[config.mk]
export PLATFORM = sky130hd
export DESIGN_NAME = axi4_slave_write_arbiter
export DESIGN_NICKNAME = d
export VERILOG_FILES = /design/src/rtl/axi4_slave_write_arbiter.sv
export SDC_FILE = /design/constraint.sdc
export NUM_CORES = 1
export LEC_CHECK = 0
export ABC_CLOCK_PERIOD_IN_PS = 2970
export BUFFER_PORTS_ARGS = -buffer_cell sky130_fd_sc_hd__buf_2
export CAP_MARGIN = 40
export CELL_PAD_IN_SITES_DETAIL_PLACEMENT = 1
export CELL_PAD_IN_SITES_GLOBAL_PLACEMENT = 2
export CORE_AREA = 8 8 270 272
export CTS_CLUSTER_DIAMETER = 50
export DETAILED_ROUTE_END_ITERATION = 10
export DIE_AREA = 0 0 278 280
export PLACE_DENSITY = 0.58
export REMOVE_ABC_BUFFERS = 1
export SYNTH_ARGS = -nofsm -noshare
export SYNTH_HDL_FRONTEND = slang
export SYNTH_SLANG_ARGS = --single-unit
[constraint.sdc]
create_clock -name ACLK -period 2.97 [get_ports ACLK]
set_clock_uncertainty 0.15 [all_clocks]
set_input_delay 0 -clock ACLK [delete_from_list [all_inputs] [get_ports ACLK]]
set_output_delay 0 -clock ACLK [all_outputs]
set_load 0.05 [all_outputs]
[src/rtl/axi4_slave_write_arbiter.sv]
// Write-path arbiter for one crossbar slave port: round-robin AW grant with ID widening,
// W beats routed in AW-grant order via a small order FIFO, and B responses steered back by BID.
module axi4_slave_write_arbiter #(
  parameter int MASTER_NUM   = 4,
  parameter int W_ID_LEN     = 4,
  parameter int EXTRA_ID_LEN = $clog2(MASTER_NUM),
  parameter int AW_PAYLOAD_W = 54,
  parameter int DATA_WIDTH   = 64,
  parameter int W_BUF_DEPTH  = 2
) (
  input  logic                                 ACLK,
  input  logic                                 ARESETn,
  input  logic [MASTER_NUM-1:0]                m_awvalid,
  input  logic [MASTER_NUM*W_ID_LEN-1:0]       m_awid,
  input  logic [MASTER_NUM*AW_PAYLOAD_W-1:0]   m_awpayload,
  output logic [MASTER_NUM-1:0]                m_awready,
  input  logic [MASTER_NUM-1:0]                m_wvalid,
  input  logic [MASTER_NUM-1:0]                m_wlast,
  input  logic [MASTER_NUM*DATA_WIDTH-1:0]     m_wdata,
  input  logic [MASTER_NUM*DATA_WIDTH/8-1:0]   m_wstrb,
  output logic [MASTER_NUM-1:0]                m_wready,
  output logic [MASTER_NUM-1:0]                m_bvalid,
  output logic [W_ID_LEN-1:0]                  m_bid,
  output logic [1:0]                           m_bresp,
  input  logic [MASTER_NUM-1:0]                m_bready,
  output logic                                 s_awvalid,
  input  logic                                 s_awready,
  output logic [EXTRA_ID_LEN+W_ID_LEN-1:0]     s_awid,
  output logic [AW_PAYLOAD_W-1:0]              s_awpayload,
  output logic                                 s_wvalid,
  output logic                                 s_wlast,
  output logic [DATA_WIDTH-1:0]                s_wdata,
  output logic [DATA_WIDTH/8-1:0]              s_wstrb,
  input  logic                                 s_wready,
  input  logic                                 s_bvalid,
  input  logic [EXTRA_ID_LEN+W_ID_LEN-1:0]     s_bid,
  input  logic [1:0]                           s_bresp,
  output logic                                 s_bready
);

  localparam int STRB_W = DATA_WIDTH / 8;
  localparam int PTR_W  = (W_BUF_DEPTH > 1) ? $clog2(W_BUF_DEPTH) : 1;
  localparam int CNT_W  = $clog2(W_BUF_DEPTH + 1);
  localparam logic [CNT_W-1:0] DEPTH_C  = CNT_W'(W_BUF_DEPTH);
  localparam logic [PTR_W-1:0] PTR_LAST = PTR_W'(W_BUF_DEPTH - 1);

  localparam logic [0:0] IDLE = 1'b0;
  localparam logic [0:0] HOLD = 1'b1;

  logic [0:0]              state;
  logic [EXTRA_ID_LEN-1:0] last_grant;
  logic [EXTRA_ID_LEN-1:0] grant_idx;
  logic                    req_found;
  logic                    do_grant;
  logic [W_ID_LEN-1:0]     sel_awid;
  logic [AW_PAYLOAD_W-1:0] sel_payload;

  logic [EXTRA_ID_LEN-1:0] fifo_mem [W_BUF_DEPTH];
  logic [PTR_W-1:0]        rd_ptr;
  logic [PTR_W-1:0]        wr_ptr;
  logic [CNT_W-1:0]        count;
  logic [EXTRA_ID_LEN-1:0] head;
  logic                    fifo_empty;
  logic                    push;
  logic                    pop;
  logic [EXTRA_ID_LEN-1:0] bidx;

  // Round-robin scan starting just after last_grant; both loops unroll to constant indices.
  always_comb begin
    req_found = 1'b0;
    grant_idx = last_grant;
    for (int off = 1; off <= MASTER_NUM; off++) begin
      for (int i = 0; i < MASTER_NUM; i++) begin
        if (!req_found && last_grant == EXTRA_ID_LEN'(i) && m_awvalid[(i + off) % MASTER_NUM]) begin
          req_found = 1'b1;
          grant_idx = EXTRA_ID_LEN'((i + off) % MASTER_NUM);
        end
      end
    end
  end

  // Full check deliberately uses the registered count, so a same-cycle pop cannot free a slot.
  assign do_grant = (state == IDLE) && req_found && (count < DEPTH_C);
  assign push     = do_grant;
  assign s_awvalid = (state == HOLD);

  always_comb begin
    sel_awid    = '0;
    sel_payload = '0;
    m_awready   = '0;
    for (int i = 0; i < MASTER_NUM; i++) begin
      if (grant_idx == EXTRA_ID_LEN'(i)) begin
        sel_awid     = m_awid[i*W_ID_LEN +: W_ID_LEN];
        sel_payload  = m_awpayload[i*AW_PAYLOAD_W +: AW_PAYLOAD_W];
        m_awready[i] = do_grant;
      end
    end
  end

  always_ff @(posedge ACLK or negedge ARESETn) begin
    if (!ARESETn) begin
      state       <= IDLE;
      last_grant  <= EXTRA_ID_LEN'(MASTER_NUM - 1);
      s_awid      <= '0;
      s_awpayload <= '0;
    end else if (state == IDLE) begin
      if (do_grant) begin
        state       <= HOLD;
        last_grant  <= grant_idx;
        s_awid      <= {grant_idx, sel_awid};
        s_awpayload <= sel_payload;
      end
    end else if (s_awready) begin
      state <= IDLE;
    end
  end

  // W channel follows the oldest granted master still owing its burst.
  assign head       = fifo_mem[rd_ptr];
  assign fifo_empty = (count == '0);
  assign pop        = s_wvalid & s_wready & s_wlast;

  always_comb begin
    s_wvalid = 1'b0;
    s_wlast  = 1'b0;
    s_wdata  = '0;
    s_wstrb  = '0;
    m_wready = '0;
    if (!fifo_empty) begin
      for (int i = 0; i < MASTER_NUM; i++) begin
        if (head == EXTRA_ID_LEN'(i)) begin
          s_wvalid    = m_wvalid[i];
          s_wlast     = m_wlast[i];
          s_wdata     = m_wdata[i*DATA_WIDTH +: DATA_WIDTH];
          s_wstrb     = m_wstrb[i*STRB_W +: STRB_W];
          m_wready[i] = s_wready;
        end
      end
    end
  end

  always_ff @(posedge ACLK or negedge ARESETn) begin
    if (!ARESETn) begin
      rd_ptr <= '0;
      wr_ptr <= '0;
      count  <= '0;
      for (int i = 0; i < W_BUF_DEPTH; i++) fifo_mem[i] <= '0;
    end else begin
      if (push) begin
        fifo_mem[wr_ptr] <= grant_idx;
        wr_ptr <= (wr_ptr == PTR_LAST) ? '0 : wr_ptr + PTR_W'(1);
      end
      if (pop) rd_ptr <= (rd_ptr == PTR_LAST) ? '0 : rd_ptr + PTR_W'(1);
      if (push && !pop)      count <= count + CNT_W'(1);
      else if (!push && pop) count <= count - CNT_W'(1);
    end
  end

  // An index with no matching master leaves s_bready high so the response is sunk.
  assign bidx    = s_bid[EXTRA_ID_LEN+W_ID_LEN-1 -: EXTRA_ID_LEN];
  assign m_bid   = s_bid[W_ID_LEN-1:0];
  assign m_bresp = s_bresp;

  always_comb begin
    m_bvalid = '0;
    s_bready = 1'b1;
    for (int i = 0; i < MASTER_NUM; i++) begin
      if (bidx == EXTRA_ID_LEN'(i)) begin
        m_bvalid[i] = s_bvalid;
        s_bready    = m_bready[i];
      end
    end
  end

endmodule

After elaboration in Yosys (flattened, before gate mapping) --
Index checks and enable logic that the tools add are counted.
Storage, ports and cells: flip-flop bits (word level) 71, bits of input ports 549, output and inout bits 154, logic and storage cells 184
Operators by class: add/subtract/negate cells 4, $lt $le $gt $ge 4, equality and inequality tests 12, multiplexer cells 90, bitwise gates (word level) 5, reduce and logical (&&, ||, !) cells 60
Operator list (number):
- $mux W64 | 5
- $mux W54 | 4
- $mux W1 | 47
- $mux W2 | 22
- $mux W8 | 5
- $logic_and A1 B1 Y1 | 36
- $mux W4 | 5
- $logic_not A1 Y1 | 17
- $eq A2 B2 Y1 const B | 8
- $logic_not A2 Y1 | 5
- $eq A2 B1 Y1 const B | 4
- $bwmux W4 | 1
- $ge A2 B2 Y1 const B | 2
- $not A1 Y2 | 2
- $add A1 B1 Y1 const B | 2
- $add A2 B1 Y2 const B | 1
- $and A1 B1 Y1 | 2
- $demux W2 S1 | 1
- $lt A2 B1 Y1 const B | 1
- $lt A2 B2 Y1 const B | 1
- $reduce_and A2 Y1 | 1
- $reduce_bool A2 Y1 | 1
- $sub A2 B1 Y2 const B | 1
- $not A1 Y1 | 1

Depth between registers and ports, before layout --
word-level depth 69, depth in mapped cells 9, mapped depth without buffers 8

Worst setup path before layout --
Ideal clock, no wire load.
path kind register -> register, start register rd_ptr, end register count[1], setup time 0.079 ns, arrival time 3.236 ns, data required time 2.741 ns, setup slack -0.495 ns, stages on the path, launching flop included 10, buffers on the path 1, period minus slack after synthesis 3.465 ns, path through dfrtp_1 -> buf_4 -> nor3b_1 -> o21ai_0 -> a311oi_1 -> o2111ai_1 -> ha_1 -> xor2_1 -> nor2_1 -> xor2_1
On the way: elaborated cells between the ends (all ways) 25, classes of those cells 3 x eq/ne; 14 x mux; 3 x bitwise; 5 x reduce/logical
RTL lines:
- from (decl) | RTL line 59 | logic [PTR_W-1:0] rd_ptr;
- from (signal assigned) | RTL line 153 | if (pop) rd_ptr <= (rd_ptr == PTR_LAST) ? '0 : rd_ptr + PTR_W'(1);
- $not A1 Y2 (not written as such) * | RTL line 119 | assign head = fifo_mem[rd_ptr];
- $mux W2 (not written as such) * (3 in series) | RTL line 119
- $logic_not A2 Y1 | RTL line 131 | if (head == EXTRA_ID_LEN'(i)) begin
- $mux W1 (3 in series) | RTL line 131
- $mux W1 * | RTL line 131
- $mux W1 * | RTL line 129 | if (!fifo_empty) begin
- net s_wlast | RTL line 31 | output logic s_wlast,
- $and A1 B1 Y1 * | RTL line 121 | assign pop = s_wvalid & s_wready & s_wlast;
- $logic_not A1 Y1 | RTL line 154 | if (push && !pop) count <= count + CNT_W'(1);
- $logic_and A1 B1 Y1 | RTL line 154
- $mux W2 / $reduce_bool A2 Y1 (equally long branches)
- to (signal assigned) | RTL line 154
- to (signal assigned) | RTL line 155 | else if (!push && pop) count <= count - CNT_W'(1);
- to (decl) | RTL line 61 | logic [CNT_W-1:0] count;
Mark *: on every way through the listed nets, which the timed path passes. The rest lies on a longest branch. The select of a mux whose other input is x is not followed. A chain may end at the register's enable or synchronous reset.

Worst setup path in the final report --
start register last_grant[0], end register s_awpayload[0]
On the way: word-level cells in the longest chain between the ends 68, elaborated cells between the ends (all ways) 93, classes of those cells 6 x eq/ne; 36 x mux; 51 x reduce/logical
Ends and longest elaborated chain:
- from (decl) | RTL line 51 | logic [EXTRA_ID_LEN-1:0] last_grant;
- from (signal assigned) | RTL line 103 | last_grant <= EXTRA_ID_LEN'(MASTER_NUM - 1);
- from (signal assigned) | RTL line 109 | last_grant <= grant_idx;
- $logic_not A2 Y1 | RTL line 74 | if (!req_found && last_grant == EXTRA_ID_LEN'(i) && m_awvalid[(i + off) % MASTER_NUM]) begin
- $logic_and A1 B1 Y1 | RTL line 74
- $mux W1 | RTL line 74
- $logic_not A1 Y1 | RTL line 74
- $logic_and A1 B1 Y1 (2 in series) | RTL line 74
- $mux W1 | RTL line 74
- $logic_not A1 Y1 | RTL line 74
- $logic_and A1 B1 Y1 (2 in series) | RTL line 74
- (+45 left out)
- $logic_not A1 Y1 | RTL line 74
- $logic_and A1 B1 Y1 (2 in series) | RTL line 74
- $mux W1 | RTL line 74
- $logic_not A1 Y1 | RTL line 74
- $logic_and A1 B1 Y1 (2 in series) | RTL line 74
- $mux W2 | RTL line 74
- $logic_not A2 Y1 | RTL line 92 | if (grant_idx == EXTRA_ID_LEN'(i)) begin
- $mux W54 (4 in series) | RTL line 92
- to (signal assigned) | RTL line 111 | s_awpayload <= sel_payload;
- to (decl) | RTL line 29 | output logic [AW_PAYLOAD_W-1:0] s_awpayload,
Parallel ways exist; a longest one is shown, timed or not.

==> impl_metrics.yaml <==
timing:
  fmax_mhz: 355
  worst_slew_pin_slew_ns: 0.762
  hold_violations: 0
  drv_slew: 0
  max_slew_margin_pct: 49.2
  setup_violations: 0
  finalCritPeriodShare_pct: 94.9
  min_period_ns: 2.82
  setup_tns_ns: 0
  grt_setup_unrepaired: "no"
routing:
  ant_nets: 0
  drt_iter0_markers: 442
  routed_wirelength_mm: 63.7
  vias_per_cell: 4.10
  drc: 0
  vias: 10000
  first_pass_iters: 5
  wl_per_cell_um: 26.1
power_and_ir_drop:
  comb_power_share_pct: 82.6
  swShare_pct: 60.3
  p_int_mw: 7.12
  seqPwrFrac_pct: 10.6
  switching_power_mw: 10.8
  leakagePower_nw: 6.27
  ir_drop_mv: 0.464
  clockPowerShare_pct: 6.8
  power_density_mw_per_mm2: 1300
outcome:
  status: "complete, no violations"
logic_synthesis:
  ys_types: 68
  netlist_area_mm2: 0.00716
  synth-seq-cells: 71
  yosysWarningCount: 0
  synth-seq-area-share_pct: 24.8
  synth_area_per_cell_um2: 10.2
  async_flop_share_pct: 100
  postSynthCellCount: 702
  synth_edf_count: 0
  ys.flop_type: "dfrtp_1"
final_layout:
  fin_cells: 2442
  regArea_mm2: 0.00178
  fin_nets: 2089
  fill_cells: 8203
  multiInputGateArea_mm2: 0.00489
  drive_gt1_share_pct: 58.0
  area_growth_pct: 93.2
cts:
  cts_made_buffers: 9
  h-tree-depth: 3
  clk_path_buf_depth: 2
  root_buffer: "clkbuf_16"
  clkTransAtPathRegs_ns: 0.07
  cts_tree: "yes"
  clkLatencyLatePin_ns: 0.36
  clock_sinks: 71
setup_path:
  ff2ff_path_depth: 6
  cp.required_ns: 3.13
  cp.arrival_ns: 2.98
  crit_fanout: 14
  r2r_slack_ns: 0.15
  timing.rr.start: "last_grant[0]"
  cp-end-kind: "flop"
  worstSetupPathType: "reg -> reg"
  r2r_end: "s_awpayload[0]"
  cp-start-kind: "flop"
floorplanning:
  placementRows: 97
  core_mm2: 0.0689
  start_util_pct: 10.4
  die_y_um: 280
  top_level_ports: 703
  dieArea_mm2: 0.0778
  fp.dieW_um: 278
global_routing:
  grt_overflow: 0
  grt_max_degree: 72
  track_usage_pct: 15.4
  met1_usage_pct: 16.5
  use_met2_pct: 28.2
  antenna_found_initial: 24
  grt_pass1_vias: 11200
  grt_use_met3_pct: 5.17
  grt_pass1_wl_mm: 86.4
  grt.busiest_layer: "met2"
placed_design:
  port-buffer-count: 690
  gp_congestion: 0.917
  dp_cells: 2235
  dp_hpwl_mm: 51.9
min_path:
  min_path_cells: 5
  hold_class: "in -> reg"
  worst_hold_path.endpoint: "rd_ptr"
  hp-start: "m_wlast[0]"
flow_run:
  drv_cap: 0
kinds of logic (layout without fill, tap and decap cells):
logic type | after synthesis | after routing | share of synthesized area [%]
XOR/XNOR | 5 | 5 | 0.611
AO/OA/AOI/OAI | 185 | 185 | 21.8
flip-flops | 71 | 71 | 24.8
AND/OR/NAND/NOR | 278 | 279 | 21.3
multiplexers | 76 | 76 | 23.4
adder cells (fa/ha/maj) | 1 | 1 | 0.175
other | 0 | 7 | 0
buffers and inverters | 86 | 927 | 7.86
worst max-delay path by stage:
stage,start,end,slack [ns],cells past startpoint
floorplan,rd_ptr,s_wdata[0],-2.86,3
global placement,rd_ptr,s_wdata[34],0.43,6
detailed placement,last_grant[0],s_awpayload[3],0.41,6
CTS,last_grant[0],s_awid[2],0.03,7
global route,last_grant[0],s_awpayload[32],0.003,7
finish,last_grant[0],s_awpayload[0],0.15,6
sequential cells by signal, indices dropped and copies added (netlist names):
signal	count
rd_ptr	1
count	2
s_awvalid	1
s_awpayload	54
s_awid	6
fifo_mem	4
last_grant	2
wr_ptr	1
power by group through the flow:
stage                     Combinational [mW]  Clock [mW]  Sequential, mW
after floorplan                         7.11           0            3.27
after global placement                  14.0           0            1.88
after detailed placement                14.1           0            1.90
after CTS                               15.0        1.32            1.90
after global routing                    15.7        1.34            1.97
final                                   14.8        1.22            1.89
worst max-delay path, cell delays in order, from the launching register on:
cell and delay (ns):
dfstp_2 0.60, nor2b_2 0.10, o21ai_1 0.36, and3_2 0.62
nor3_2 0.10, o31ai_2 0.24, dlygate4sd3_1 0.57
layout by cell type (no fill, tap or decap), types with 2 or more instances in the layout:
cell	instances
dfrtp_1	68
nand2b_1	2
nand3_1	49
a21oi_1	3
buf_4	27
xnor2_1	3
diode_2	7
mux4_2	73
a2bb2oi_1	17
o31ai_1	7
nor3b_1	4
clkbuf_16	9
dfstp_2	2
nor3_1	25
inv_1	2
a21oi_2	2
and3_1	18
o2111ai_1	2
nor2_1	37
mux2_2	2
a221oi_1	4
a221oi_2	20
dlygate4sd3_1	177
buf_2	689
nor3_2	13
and3b_1	2
xor2_1	2
nand2_1	39
buf_12	12
o21ai_0	26
o221ai_1	16
clkinv_4	5
nor2b_1	73
o21ai_1	17
a31oi_1	25
o31ai_2	13
o22ai_1	18
stage by stage:
| step | cell area [um^2] | worst slack (ns) | hold WS, ns | total power [mW] | utilization, % |
|---|---|---|---|---|---|
| 2_1_floorplan | 6620 | -2.86 | -0.446 | 10.4 | - |
| 3_3_place_gp | 11600 | 0.434 | -0.150 | 15.9 | 16.8 |
| 3_5_place_dp | 11600 | 0.405 | -0.161 | 16.0 | 16.9 |
| 4_1_cts | 13800 | 0.0312 | 0.00451 | 18.2 | 20.0 |
| 5_1_grt | 13800 | 0.00284 | 0.0340 | 19.0 | 20.1 |
| 6_report | 13800 | 0.152 | 0.0439 | 17.9 | 20.1 |
cell type report:
class | instances | area share, %
Timing Repair Buffer | 907 | 41.2
Multi-Input combinational cell | 546 | 35.4
Sequential cell | 71 | 12.9
Tap cell | 891 | 8.06
Clock buffer | 10 | 1.73
Clock inverter | 6 | 0.506
Inverter | 4 | 0.145
Antenna cell | 7 | 0.127
routing by layer:
metal | routed length (um) | share of wire (%)
met1 | 23500 | 37
met2 | 32600 | 51
met3 | 5110 | 8.0
met4 | 2430 | 3.8
met5 | 58 | 0.091
Yosys cell counts (18+ instances only):
| cell | n | area [um^2] |
|---|---|---|
| buf_4 | 21 | 158 |
| mux4_2 | 73 | 1640 |
| and3_1 | 19 | 119 |
| dfrtp_1 | 69 | 1730 |
| o21ai_0 | 26 | 130 |
| nand3_1 | 49 | 245 |
| nor3_1 | 25 | 125 |
| a31oi_1 | 25 | 156 |
| a221oi_2 | 20 | 300 |
| nor2b_1 | 73 | 457 |
| nand2_1 | 40 | 150 |
| buf_2 | 30 | 150 |
| nor2_1 | 38 | 143 |
| o22ai_1 | 18 | 113 |
repair_timing:
action | CTS | global route
gates cloned | 0 | 1
endpoints found under the setup margin | 2 | 9
hold endpoints to repair | 137 | 0
setup buffers | 0 | 5
resized for setup | 1 | 4
pin swaps | 0 | 1
hold buffers | 178 | 0
Note: power is estimated with default switching activity, not from simulation.
